==> config.mk <==
export PLATFORM = sky130hd
export DESIGN_NAME = cyclic_encoder_serial
export DESIGN_NICKNAME = d
export VERILOG_FILES = /design/src/rtl/cyclic_encoder_serial.sv
export SDC_FILE = /design/constraint.sdc
export NUM_CORES = 1
export LEC_CHECK = 0
export ABC_AREA = 1
export ABC_CLOCK_PERIOD_IN_PS = 1350
export BUFFER_PORTS_ARGS = -buffer_cell sky130_fd_sc_hd__buf_4
export CORE_ASPECT_RATIO = 0.75
export CORE_MARGIN = 2
export CORE_UTILIZATION = 23
export DETAILED_ROUTE_END_ITERATION = 6
export GPL_TIMING_DRIVEN = 0
export SLEW_MARGIN = 20
export SYNTH_ARGS = -nofsm -noshare
export SYNTH_HDL_FRONTEND = slang
export SYNTH_SLANG_ARGS = --single-unit
==> constraint.sdc <==
create_clock -name clk -period 1.35 [get_ports clk]
set_clock_uncertainty 0.2 [all_clocks]
set_input_delay 0.2025 -clock clk [delete_from_list [all_inputs] [get_ports clk]]
set_output_delay 0.2025 -clock clk [all_outputs]
set_load 0.02 [all_outputs]
==> src/rtl/cyclic_encoder_serial.sv <==
// Bit-serial systematic (N,K) cyclic encoder: K message bits pass straight through, then
// N-K parity bits are shifted out of an LFSR divider built from GEN_POLY; valid/ready both sides.
module cyclic_encoder_serial #(
  parameter int              N        = 7,
  parameter int              K        = 4,
  parameter logic [N-K:0]    GEN_POLY = 4'b1011
) (
  input  logic clk,
  input  logic rst,
  input  logic ena,
  input  logic clr,
  input  logic in_valid,
  output logic in_ready,
  input  logic in_bit,
  output logic out_valid,
  input  logic out_ready,
  output logic out_bit,
  output logic out_first,
  output logic out_last,
  output logic busy
);

  localparam int P  = N - K;
  localparam int CW = $clog2(N);

  generate
    if (K < 1 || K >= N || GEN_POLY[0] != 1'b1 || GEN_POLY[P] != 1'b1) begin : g_bad_cfg
      $fatal(1, "cyclic_encoder_serial: invalid N/K/GEN_POLY");
    end
  endgenerate

  typedef enum logic {ST_MSG, ST_PAR} state_t;

  state_t        r_state;
  logic [CW-1:0] r_cnt;
  logic [P-1:0]  r_par;

  logic          w_live;
  logic          w_xfer;
  logic          w_fb;
  logic [P-1:0]  w_par_msg;

  // Outputs are combinational so message bits pass through with zero latency.
  assign w_live    = ~rst & ena & ~clr;
  assign in_ready  = w_live & (r_state == ST_MSG) & out_ready;
  assign out_valid = w_live & ((r_state == ST_PAR) | in_valid);
  assign out_bit   = (r_state == ST_MSG) ? in_bit : r_par[P-1];
  assign w_xfer    = out_valid & out_ready;
  assign out_first = out_valid & (r_cnt == '0);
  assign out_last  = out_valid & (r_cnt == CW'(N - 1));
  assign busy      = (r_cnt != '0);

  assign w_fb = in_bit ^ r_par[P-1];

  always_comb begin
    w_par_msg    = '0;
    w_par_msg[0] = w_fb;
    for (int i = 1; i < P; i++) begin
      w_par_msg[i] = r_par[i-1] ^ (w_fb & GEN_POLY[i]);
    end
  end

  always_ff @(posedge clk or posedge rst) begin
    if (rst) begin
      r_state <= ST_MSG;
      r_cnt   <= '0;
      r_par   <= '0;
    end else if (clr) begin
      r_state <= ST_MSG;
      r_cnt   <= '0;
      r_par   <= '0;
    end else if (w_xfer) begin
      if (r_state == ST_MSG) begin
        r_par <= w_par_msg;
        r_cnt <= r_cnt + CW'(1);
        if (r_cnt == CW'(K - 1)) begin
          r_state <= ST_PAR;
        end
      end else if (r_cnt == CW'(N - 1)) begin
        r_state <= ST_MSG;
        r_cnt   <= '0;
        r_par   <= '0;
      end else begin
        r_par <= r_par << 1;
        r_cnt <= r_cnt + CW'(1);
      end
    end
  end

endmodule
==> summary.txt, run 1 <==
Run status
  – Status: finished with violations
  – Violated checks: negative setup slack

Detailed routing
  – WL met2: 661 um
  – Violation count after the first detailed-routing iteration: 11
  – DR vias/cell: between 4 and 5
  – Vias after detailed routing: 518
  – DR top layer: met4
  – Final wirelength: 1316 um
  – DRT antenna net count: 0
  – Met1 WL: 549 um
  – Initial DRT Pass Iterations: 4
  – Drc violations: 0
  – DR WL/cell: 11.34 um
  – Met3 WL: 68 um

Floorplan
  – Width of the die: slightly below 60 um
  – Num rows: 14
  – Full die area: 2563 sq um
  – Core area: 2032 sq um
  – Initial Util: 0.2457
  – Die H: 44.35 um
  – IO Count: 13

STA
  – Setup TNS: -1.701 ns
  – Fin. Hold Viols: 0
  – FMAX: around 630 MHz
  – Final Cycle Share: 1.168
  – Relative slew slack: 0.8175
  – Final Max Slew Viols: 0
  – RSZ-0062 raised after global routing: true
  – Hold slack: 0.01913 ns
  – Post-layout min period: 1.577 ns
  – Final setup viols: 12
  – Worst-margin pin slew: 0.2734 ns
  – Final setup margin: -0.2272 ns

Critical path
  – CP endpoint kind: output port
  – Startpoint types: flip-flop
  – Worst path max stage delay: 0.43 ns
  – Crit-path leading delay family: flip-flops
  – Required time of the critical path: ~0.95 ns
  – WP buf/inv: 2
  – WS Path Type: flip-flop to output port
  – Crit path max-delay cell type: dfrtp_2
  – CP Max Fanout: 3
  – Crit path arrival time: between 1 and 1.5 ns
  – Critical-path cell list: inv_2 -> ha_4 -> nand2_4 -> nor2_4 -> buf_6

Layout
  – Filler cells: between 200 and 250
  – Nets@finish: 104
  – Layout area overhead: 61.90%
  – Area occupied by multi-input gates: 365.4 sq um
  – Sequential cell area: 177.7 sq um
  – Ant diodes: 0
  – Share of layout cells above drive strength 1: 0.4348

Global routing
  – Largest net degree at the start of global routing: 11
  – Grt total ovfl: 0
  – GRT Util Overall: 0.1252
  – Initial antenna violation count: 0
  – Global-route wire length before repair: 2249 um
  – Number of global-route vias before repair: 525

Clocking
  – Maximum clock path buffer count: 2
  – TritonCTS Buffers: 3
  – Worst-Skew Late Latency: about 0.26 ns
  – H-tree levels: 1
  – Clock root cell: clkbuf_4
  – CTS tree: built
  – Clock sinks: 7
  – Clock slew at reported path FFs: 0.06 ns

Synthesis
  – Synth area leaders: dfrtp_1, nand2_1, nand3_1
  – Post-synth top area cell: dfrtp_1
  – Synth Register Bits: 7
  – Count leader, synth: nand2_1
  – Primary FF master, synth: dfrtp_1
  – Number of synthesized flops with an enable pin: 0
  – Synth async-reset ratio: 1.000
  – Post-synthesis sequential area ratio: 0.3509
  – Post-Synthesis Cells: 69
  – Post-synth net total: 80
  – Synth cell count leaders: nand2_1, nand3_1, nor2_1, dfrtp_1, inv_1
  – Post-synthesis cell type count: 12
  – YS warnings: 0
  – Mean post-synth cell area: 7.235 sq um
  – Cell Area, Synth: 499.2 sq um
  – Top cell type's share of synthesized area: 0.3509

Flow run
  – Max_cap viols: 0

Min path
  – Hold Crit Class: primary input to flip-flop

Pwr
  – Tot Pwr: 550.7 uW
  – Power Dens Cells: 681.3 nW/um^2
  – Lkg Pwr: approximately 0.40 nW
  – Peak supply drop: 0.0003499 V

Placement
  – Final GP Congestion: 0.7686
  – IO buf count: 12
  – DPL Wire Length: 839.8 um
[metal layers]
layer	track usage	vias up
li1	-	264
met5	0	-
met2	0.2205	10
met3	0.06140	7
met4	0.05581	0
met1	0.1270	237
[logic make-up after synthesis]
group                      share of synthesized area
buffers and inverters                        0.06766
DFF                                           0.3509
AOI/OAI and AO/OA                            0.02005
adders and majority gates                     0.1003
and+or+nand+nor                               0.4611
[path summary, 6_finish.rpt]
check | startpoint | to | slack [ns] | cells after the start
max | r_cnt[1] | out_first | -0.23 | 5
min | out_ready | r_par[0] | 0.02 | 3
max reg2reg | r_cnt[0] | r_state | -0.14 | 7
min reg2reg | r_par[1] | r_par[2] | 0.28 | 2
max in group asynchronous | rst | r_cnt[1] | 0.45 | 3
min in group asynchronous | rst | r_par[0] | 0.25 | 3
[worst register-to-register path: stages (launching register included)]
cell and delay [ns]:
dfrtp_1 0.40, buf_4 0.15, ha_1 0.19, ha_1 0.17, o21ai_1 0.12, nor2_1 0.05, nand2_1 0.06, nand2_1 0.04
[layout by cell type (no fill, tap or decap), drive strengths merged]
cell type	instances
nand2	24
buf	18
nand3	11
nor2	11
inv	8
dfrtp	7
clkbuf	4
ha	4
o21ai	2
nand4	1
clkinv	1
dlygate4sd3	1
[report_power, final]
group	switching, mW	leakage [nW]	internal (mW)	total (mW)
Combinational	0.0746	0.296	0.0603	0.135
Clock	0.0818	0.0150	0.113	0.195
Sequential	0.00511	0.0929	0.216	0.221
[final cells by class]
cell class | count | area share
Multi-Input combinational cell | 53 | 0.4520
Sequential cell | 7 | 0.2198
Timing Repair Buffer | 19 | 0.2167
Inverter | 9 | 0.04180
Tap cell | 24 | 0.03715
Clock buffer | 4 | 0.03251
[state kept, by name (all words and copies together) (netlist names)]
name and cells:
r_cnt 3, r_par 3, r_state 1
[stage by stage]
step / instance area [sq um] / setup WS, ns / utilization / cells
after floorplan: 509.2 / -0.01935 / - / 69
after global placement: 629.4 / -0.1346 / 0.3097 / 105
after detailed placement: 629.4 / -0.1595 / 0.3097 / 105
after CTS: 800.8 / -0.2261 / 0.3941 / 116
after global routing: 808.3 / -0.2885 / 0.3978 / 116
final: 808.3 / -0.2272 / 0.3978 / 116
[timing repair]
action	CTS	global route
setup buffers	6	0
hold buffers	1	0
setup endpoints to repair	13	12
pin swaps	4	1
gates resized for setup	26	2
hold endpoints to repair	7	0
Power figures use the tool's default switching activity.
==> run 2, diff against run 1 <==
Settings changed: CORE_AREA set to 2 2 39 41, CORE_ASPECT_RATIO 0.75 to unset, CORE_MARGIN 2 to unset, CORE_UTILIZATION 23 to unset, DIE_AREA set to 0 0 41 43.
==> summary.txt, run 2 (synthesis gave the netlist of run 1 again) <==
Flow run
  – Max_cap viols: 0 (unchanged)

Detailed routing
  – Violation count after the first detailed-routing iteration: 16 (+5)
  – Final wirelength: 1288 um (-2.1%)
  – Vias after detailed routing: 549 (+6.0%)
  – Drc violations: 0 (unchanged)
  – Initial DRT Pass Iterations: 4 (unchanged)
  – DR WL/cell: 11.71 um (+3.2%)
  – DR vias/cell: 4.991 (+12%)
  – DRT antenna net count: 0 (unchanged)

Global routing
  – Grt total ovfl: 0 (unchanged)
  – GRT Util Overall: 0.1646 (+0.03940)
  – Initial antenna violation count: 0 (unchanged)
  – Number of global-route vias before repair: 506 (-3.6%)
  – Global-route wire length before repair: 1994 um (-11%)
  – Largest net degree at the start of global routing: 11 (unchanged)

Min path
  – Hold Crit Class: primary input to flip-flop

STA
  – FMAX: 626.4 MHz (-1.2%)
  – Worst-margin pin slew: 0.2797 ns (+0.006302 ns)
  – RSZ-0062 raised after global routing: true
  – Post-layout min period: 1.596 ns (+0.01919 ns)
  – Hold slack: 0.01800 ns (-0.001133 ns)
  – Fin. Hold Viols: 0 (unchanged)
  – Relative slew slack: 0.8133 (-0.004206)
  – Final setup margin: -0.2464 ns (-0.01919 ns)
  – Final setup viols: 12 (unchanged)
  – Final Max Slew Viols: 0 (unchanged)
  – Final Cycle Share: 1.183 (+0.01422)

Clocking
  – Worst-Skew Late Latency: 0.26 ns (about the same)
  – H-tree levels: 1 (unchanged)
  – Clock slew at reported path FFs: 0.06 ns (about the same)
  – Clock sinks: 7 (unchanged)
  – Clock root cell: clkbuf_4
  – Maximum clock path buffer count: 2 (unchanged)
  – TritonCTS Buffers: 3 (unchanged)
  – CTS tree: built

Pwr
  – Clock power frac: 0.353 (about the same)
  – Sequential power share: 0.405 (+0.004)
  – Logic pwr share: 0.242 (-0.003)
  – Power Dens Cells: 689.5 nW/um^2 (+1.2%)
  – Tot Pwr: 545.2 uW (-0.99%)
  – Internal: 381.7 uW (-1.9%)
  – Switch Pwr: 163.5 uW (+1.3%)
  – Switching Fraction: 0.2999 (+0.006705)
  – Peak supply drop: 0.0004610 V (+32%)
  – Lkg Pwr: 0.4090 nW (+1.3%)

Layout
  – Commonest non-fill, non-tap cell in the layout: nand2_1
  – Largest regs: r_cnt x3, r_par x3, r_state x1
  – Fin area: 790.8 sq um (-2.2%)
  – Most frequent cells in the layout: nand2_1, buf_4, nand3_1
  – Post-layout instance count excluding filler cells: 110 (-5.2%)
  – Ant diodes: 0 (unchanged)
  – Share of layout cells above drive strength 1: 0.4574 (+0.02266)
  – Nets@finish: 106 (+1.9%)
  – Layout area overhead: 58.40%

Run status
  – Status: finished with violations
  – Violated checks: negative setup slack

Critical path
  – Startpoint types: flip-flop
  – R2r worst-path depth: 7 (unchanged)
  – Required time of the critical path: 0.95 ns (about the same)
  – CP Max Fanout: 2 (-1)
  – Crit path arrival time: 1.19 ns (+0.02 ns)
  – CP endpoint kind: output port
  – WS Path Type: flip-flop to output port
  – Worst setup endpoint: out_last
  – Crit-path leading delay family: flip-flops
  – Stages on the worst setup path: 5 (unchanged)
  – Worst setup path startpoint: r_cnt[0]
  – R2r endpoint: r_state
  – WP buf/inv: 2 (unchanged)
  – Reg2reg start: r_cnt[0]
  – Crit path max-delay cell type: dfrtp_1
  – Worst path max stage delay: 0.41 ns (-0.02 ns)
  – R2R setup slack: -0.14 ns (about the same)
  – Critical-path cell list: inv_2 -> ha_2 -> nand2_1 -> nor2_2 -> buf_6

Placement
  – DPL Wire Length: 809.2 um (-3.6%)
  – Placed Area: 619.3 sq um (-1.6%)
  – Placed Cells: 97 (-7.6%)
  – Final GP Congestion: 0.7414 (-3.5%)
  – IO buf count: 12 (unchanged)

Floorplan
  – Width of the die: 41 um (-29%)
  – Num rows: 14 (unchanged)
  – Core area: 1384 sq um (-32%)
  – IO Count: 13 (unchanged)
  – Initial Util: 0.3608 (+0.1151)
  – Die H: 43 um (-3.0%)
  – Full die area: 1763 sq um (-31%)
run 2: changes by cell type in the layout (fill, tap and decap cells not counted), sizes merged:
cell	delta
buf	+1
clkbuf	-1
clkinv	+1
nand4	+1
run 2: final cells by class:
type	instances	area, sq um
flip-flops and latches	7	176.4
clock buffers	3	22.52
repair buffers	20	182.7
well taps	16	20.02
inverters	9	33.78
clock inverters	1	5.005
fillers	140	593.1
multi-input cells	54	350.3
run 2: power by group through the flow:
stage | combinational, mW | sequential [mW] | clock (mW)
detailed placement | 0.0960 | 0.225 | 0
floorplan | 0.0553 | 0.224 | 0
global placement | 0.0948 | 0.225 | 0
finish | 0.132 | 0.221 | 0.193
CTS | 0.125 | 0.220 | 0.194
global route | 0.145 | 0.221 | 0.208
run 2: what timing repair did:
item                                    CTS  global route
endpoints found under the hold margin     7             0
buffers inserted                          6             1
cloned                                    0             1
gates resized for setup                  21             2
pin swaps                                 3             4
endpoints found under the setup margin   13            13
hold buffers                              1             0
run 2: metal layers:
metal	track usage	wire, um	vias up
met4	0.04000	0	0
met2	0.2938	677	19
met1	0.1873	536	256
met3	0.03141	73	0
met5	0	0	-
li1	-	-	274
run 2: worst register-to-register path, delay by kind of cell, from the launching register on:
kind	cells	cell delay, ns
and+or+nand+nor	3	0.14
adders and majority gates	2	0.36
DFF	1	0.41
AOI/OAI and AO/OA	1	0.11
buffers and inverters	1	0.16
run 2: metrics by stage:
| step | util | worst slack, ns | TNS, ns |
|---|---|---|---|
| final | 0.5714 | -0.2464 | -1.389 |
| after global routing | 0.5714 | -0.3006 | -2.190 |
| after CTS | 0.5552 | -0.2224 | -1.202 |
| after detailed placement | 0.4476 | -0.1059 | -0.7381 |
| after global placement | 0.4476 | -0.08134 | -0.5568 |
| after floorplan | - | -0.01935 | -0.01935 |
run 2: how the worst min path moves through the flow:
stage	cells past startpoint	startpoint	end	slack (ns)
floorplan	1	rst	r_cnt[0]	-0.19
CTS	4	clr	r_state	0.02
global route	4	clr	r_state	0.04
global placement	2	rst	r_state	-0.01
detailed placement	2	rst	r_state	-0.02
finish	4	clr	r_state	0.02
==> run 3, diff against run 2 <==
==> constraint.sdc (replaced) <==
create_clock -name clk -period 1.35 [get_ports clk]
set_clock_uncertainty 0.2 [all_clocks]
set_input_delay 0.0675 -clock clk [delete_from_list [all_inputs] [get_ports clk]]
set_output_delay 0.0675 -clock clk [all_outputs]
set_load 0.02 [all_outputs]
==> summary.txt, run 3 (synthesis gave the netlist of run 1 again) <==
Critical path
  – R2r endpoint: r_state
  – Critical-path cell list: inv_2 -> ha_4 -> nand2_1 -> nor2_1 -> buf_4
  – Reg2reg start: r_cnt[1]
  – Crit-path leading delay family: flip-flops
  – CP Max Fanout: 3 (+1)
  – R2R setup slack: -0.04 ns (+0.10 ns)
  – Worst path max stage delay: 0.40 ns (about the same)
  – Startpoint types: flip-flop
  – Crit path max-delay cell type: dfrtp_1
  – Required time of the critical path: 1.08 ns (+0.13 ns)
  – CP endpoint kind: output port
  – WS Path Type: flip-flop to output port
  – Stages on the worst setup path: 5 (unchanged)
  – Crit path arrival time: 1.19 ns (about the same)
  – R2r worst-path depth: 6 (-1)
  – WP buf/inv: 2 (unchanged)

Placement
  – DPL Wire Length: 817.8 um (+1.1%)
  – Final GP Congestion: 0.7443 (+0.39%)
  – Pre-CTS setup slack: -0.09854 ns (+0.007387 ns)
  – IO buf count: 12 (unchanged)

Clocking
  – Clock slew at reported path FFs: 0.05 ns (about the same)
  – Worst-Skew Late Latency: 0.25 ns (about the same)
  – Clock root cell: clkbuf_4
  – H-tree levels: 1 (unchanged)
  – Maximum clock path buffer count: 2 (unchanged)
  – CTS tree: built
  – Clock sinks: 7 (unchanged)
  – TritonCTS Buffers: 3 (unchanged)

Pwr
  – Power Dens Cells: 694.2 nW/um^2 (+0.68%)
  – Lkg Pwr: 0.4014 nW (-1.8%)
  – Tot Pwr: 531.5 uW (-2.5%)
  – Peak supply drop: 0.0004480 V (-2.8%)

Min path
  – WHS Path Cells: 6 (+2)
  – Hold Crit Class: primary input to flip-flop
  – Hold_sp: in_bit
  – Hold Path End: r_par[0]

Detailed routing
  – Violation count after the first detailed-routing iteration: 13 (-3)
  – Initial DRT Pass Iterations: 3 (-1)
  – Vias after detailed routing: 498 (-9.3%)
  – DR vias/cell: 4.654 (-6.7%)
  – DR WL/cell: 10.74 um (-8.3%)
  – Drc violations: 0 (unchanged)
  – Final wirelength: 1149 um (-11%)
  – DRT antenna net count: 0 (unchanged)

STA
  – FMAX: 687.2 MHz (+9.7%)
  – Fin. Hold Viols: 0 (unchanged)
  – Final setup viols: 4 (-8)
  – Post-layout min period: 1.455 ns (-0.1413 ns)
  – Final setup margin: -0.1051 ns (+0.1413 ns)
  – Final Cycle Share: 1.078 (-0.1047)
  – Worst-margin pin slew: 0.2781 ns (-0.001609 ns)
  – RSZ-0062 raised after global routing: true
  – Final Max Slew Viols: 0 (unchanged)
  – Relative slew slack: 0.8134 (about the same)

Layout
  – Largest regs: r_cnt x3, r_par x3, r_state x1
  – Nets@finish: 103 (-2.8%)
  – Commonest non-fill, non-tap cell in the layout: nand2_1
  – Layout area overhead: 53.38%
  – Most frequent cells in the layout: nand2_1, buf_4, nand3_1
  – Filler cells: 135 (-3.6%)
  – Ant diodes: 0 (unchanged)
  – Share of layout cells above drive strength 1: 0.3626 (-0.09481)

Global routing
  – Largest net degree at the start of global routing: 11 (unchanged)
  – Number of global-route vias before repair: 487 (-3.8%)
  – Initial antenna violation count: 0 (unchanged)
  – GRT Util Overall: 0.1536 (-0.01102)
  – Global-route wire length before repair: 1856 um (-6.9%)
  – Grt total ovfl: 0 (unchanged)

Flow run
  – Max_cap viols: 0 (unchanged)

Floorplan
  – Core area: 1384 sq um (unchanged)
  – Width of the die: 41 um (unchanged)
  – Num rows: 14 (unchanged)
  – Initial Util: 0.3608 (unchanged)
  – Die H: 43 um (unchanged)
  – IO Count: 13 (unchanged)
  – Full die area: 1763 sq um (unchanged)

Run status
  – Status: finished with violations
  – Violated checks: negative setup slack
## run 3: cell types whose count changed in the layout (fill, tap and decap cells not counted), moves of 2 or more
cell     before  now
buf_6         8    5
nand2_2       5    3
nor2_1        5    8
nor2_4        4    2
## run 3: worst max path at each step
stage / end / slack (ns) / from
2_1_floorplan: r_state / 0.01 / r_cnt[0]
3_3_place_gp: r_cnt[2] / -0.07 / r_cnt[0]
3_5_place_dp: r_cnt[1] / -0.1 / r_cnt[0]
4_1_cts: out_first / -0.10 / r_cnt[1]
5_1_grt: out_first / -0.19 / r_cnt[1]
6_report: out_last / -0.11 / r_cnt[0]
## run 3: repair_timing
item                                    in CTS  in global routing
resized for setup                            8                 13
endpoints found under the setup margin      10                 12
hold endpoints to repair                     9                  0
hold buffers                                 3                  0
pin swaps                                    3                  4
setup buffers                                3                  0
## run 3: tightest hold or removal path: stages
cell	delay, ns
buf_4	0.09
nand2_1	0.04
nand2_1	0.07
nor2_1	0.05
nand3_1	0.08
nand2_1	0.05
## run 3: final cells by class
cell class | count | area (sq um) | area share
multi-input cells | 53 | 345.3 | 0.4510
well taps | 16 | 20.02 | 0.02614
clock buffers | 4 | 26.28 | 0.03431
inverters | 9 | 33.78 | 0.04412
flip-flops and latches | 7 | 176.4 | 0.2304
repair buffers | 18 | 163.9 | 0.2141
## run 3: per-layer routing
metal,global-route usage,wire length (um)
met1,0.1946,472
met5,0,0
met4,0.04000,0
met3,0.03141,57
met2,0.2531,618
## run 3: through the flow
stage          hold slack, ns  cells  area, sq um  utilization  TNS, ns
2_1_floorplan         -0.3291     69        501.7            -        0
3_3_place_gp          -0.1544     97        611.8       0.4421  -0.3224
4_1_cts               0.03377    107        723.2       0.5226  -0.4120
6_report              0.05131    107        765.7       0.5533  -0.2590
3_5_place_dp          -0.1524     97        611.8       0.4421  -0.4510
5_1_grt                0.1010    107        765.7       0.5533  -0.8951
## run 3: power breakdown
group          switching (mW)  internal (mW)  total (mW)
Clock                  0.0760          0.113       0.189
Sequential            0.00535          0.216       0.221
Combinational          0.0665         0.0552       0.122
Total                   0.148          0.384       0.532
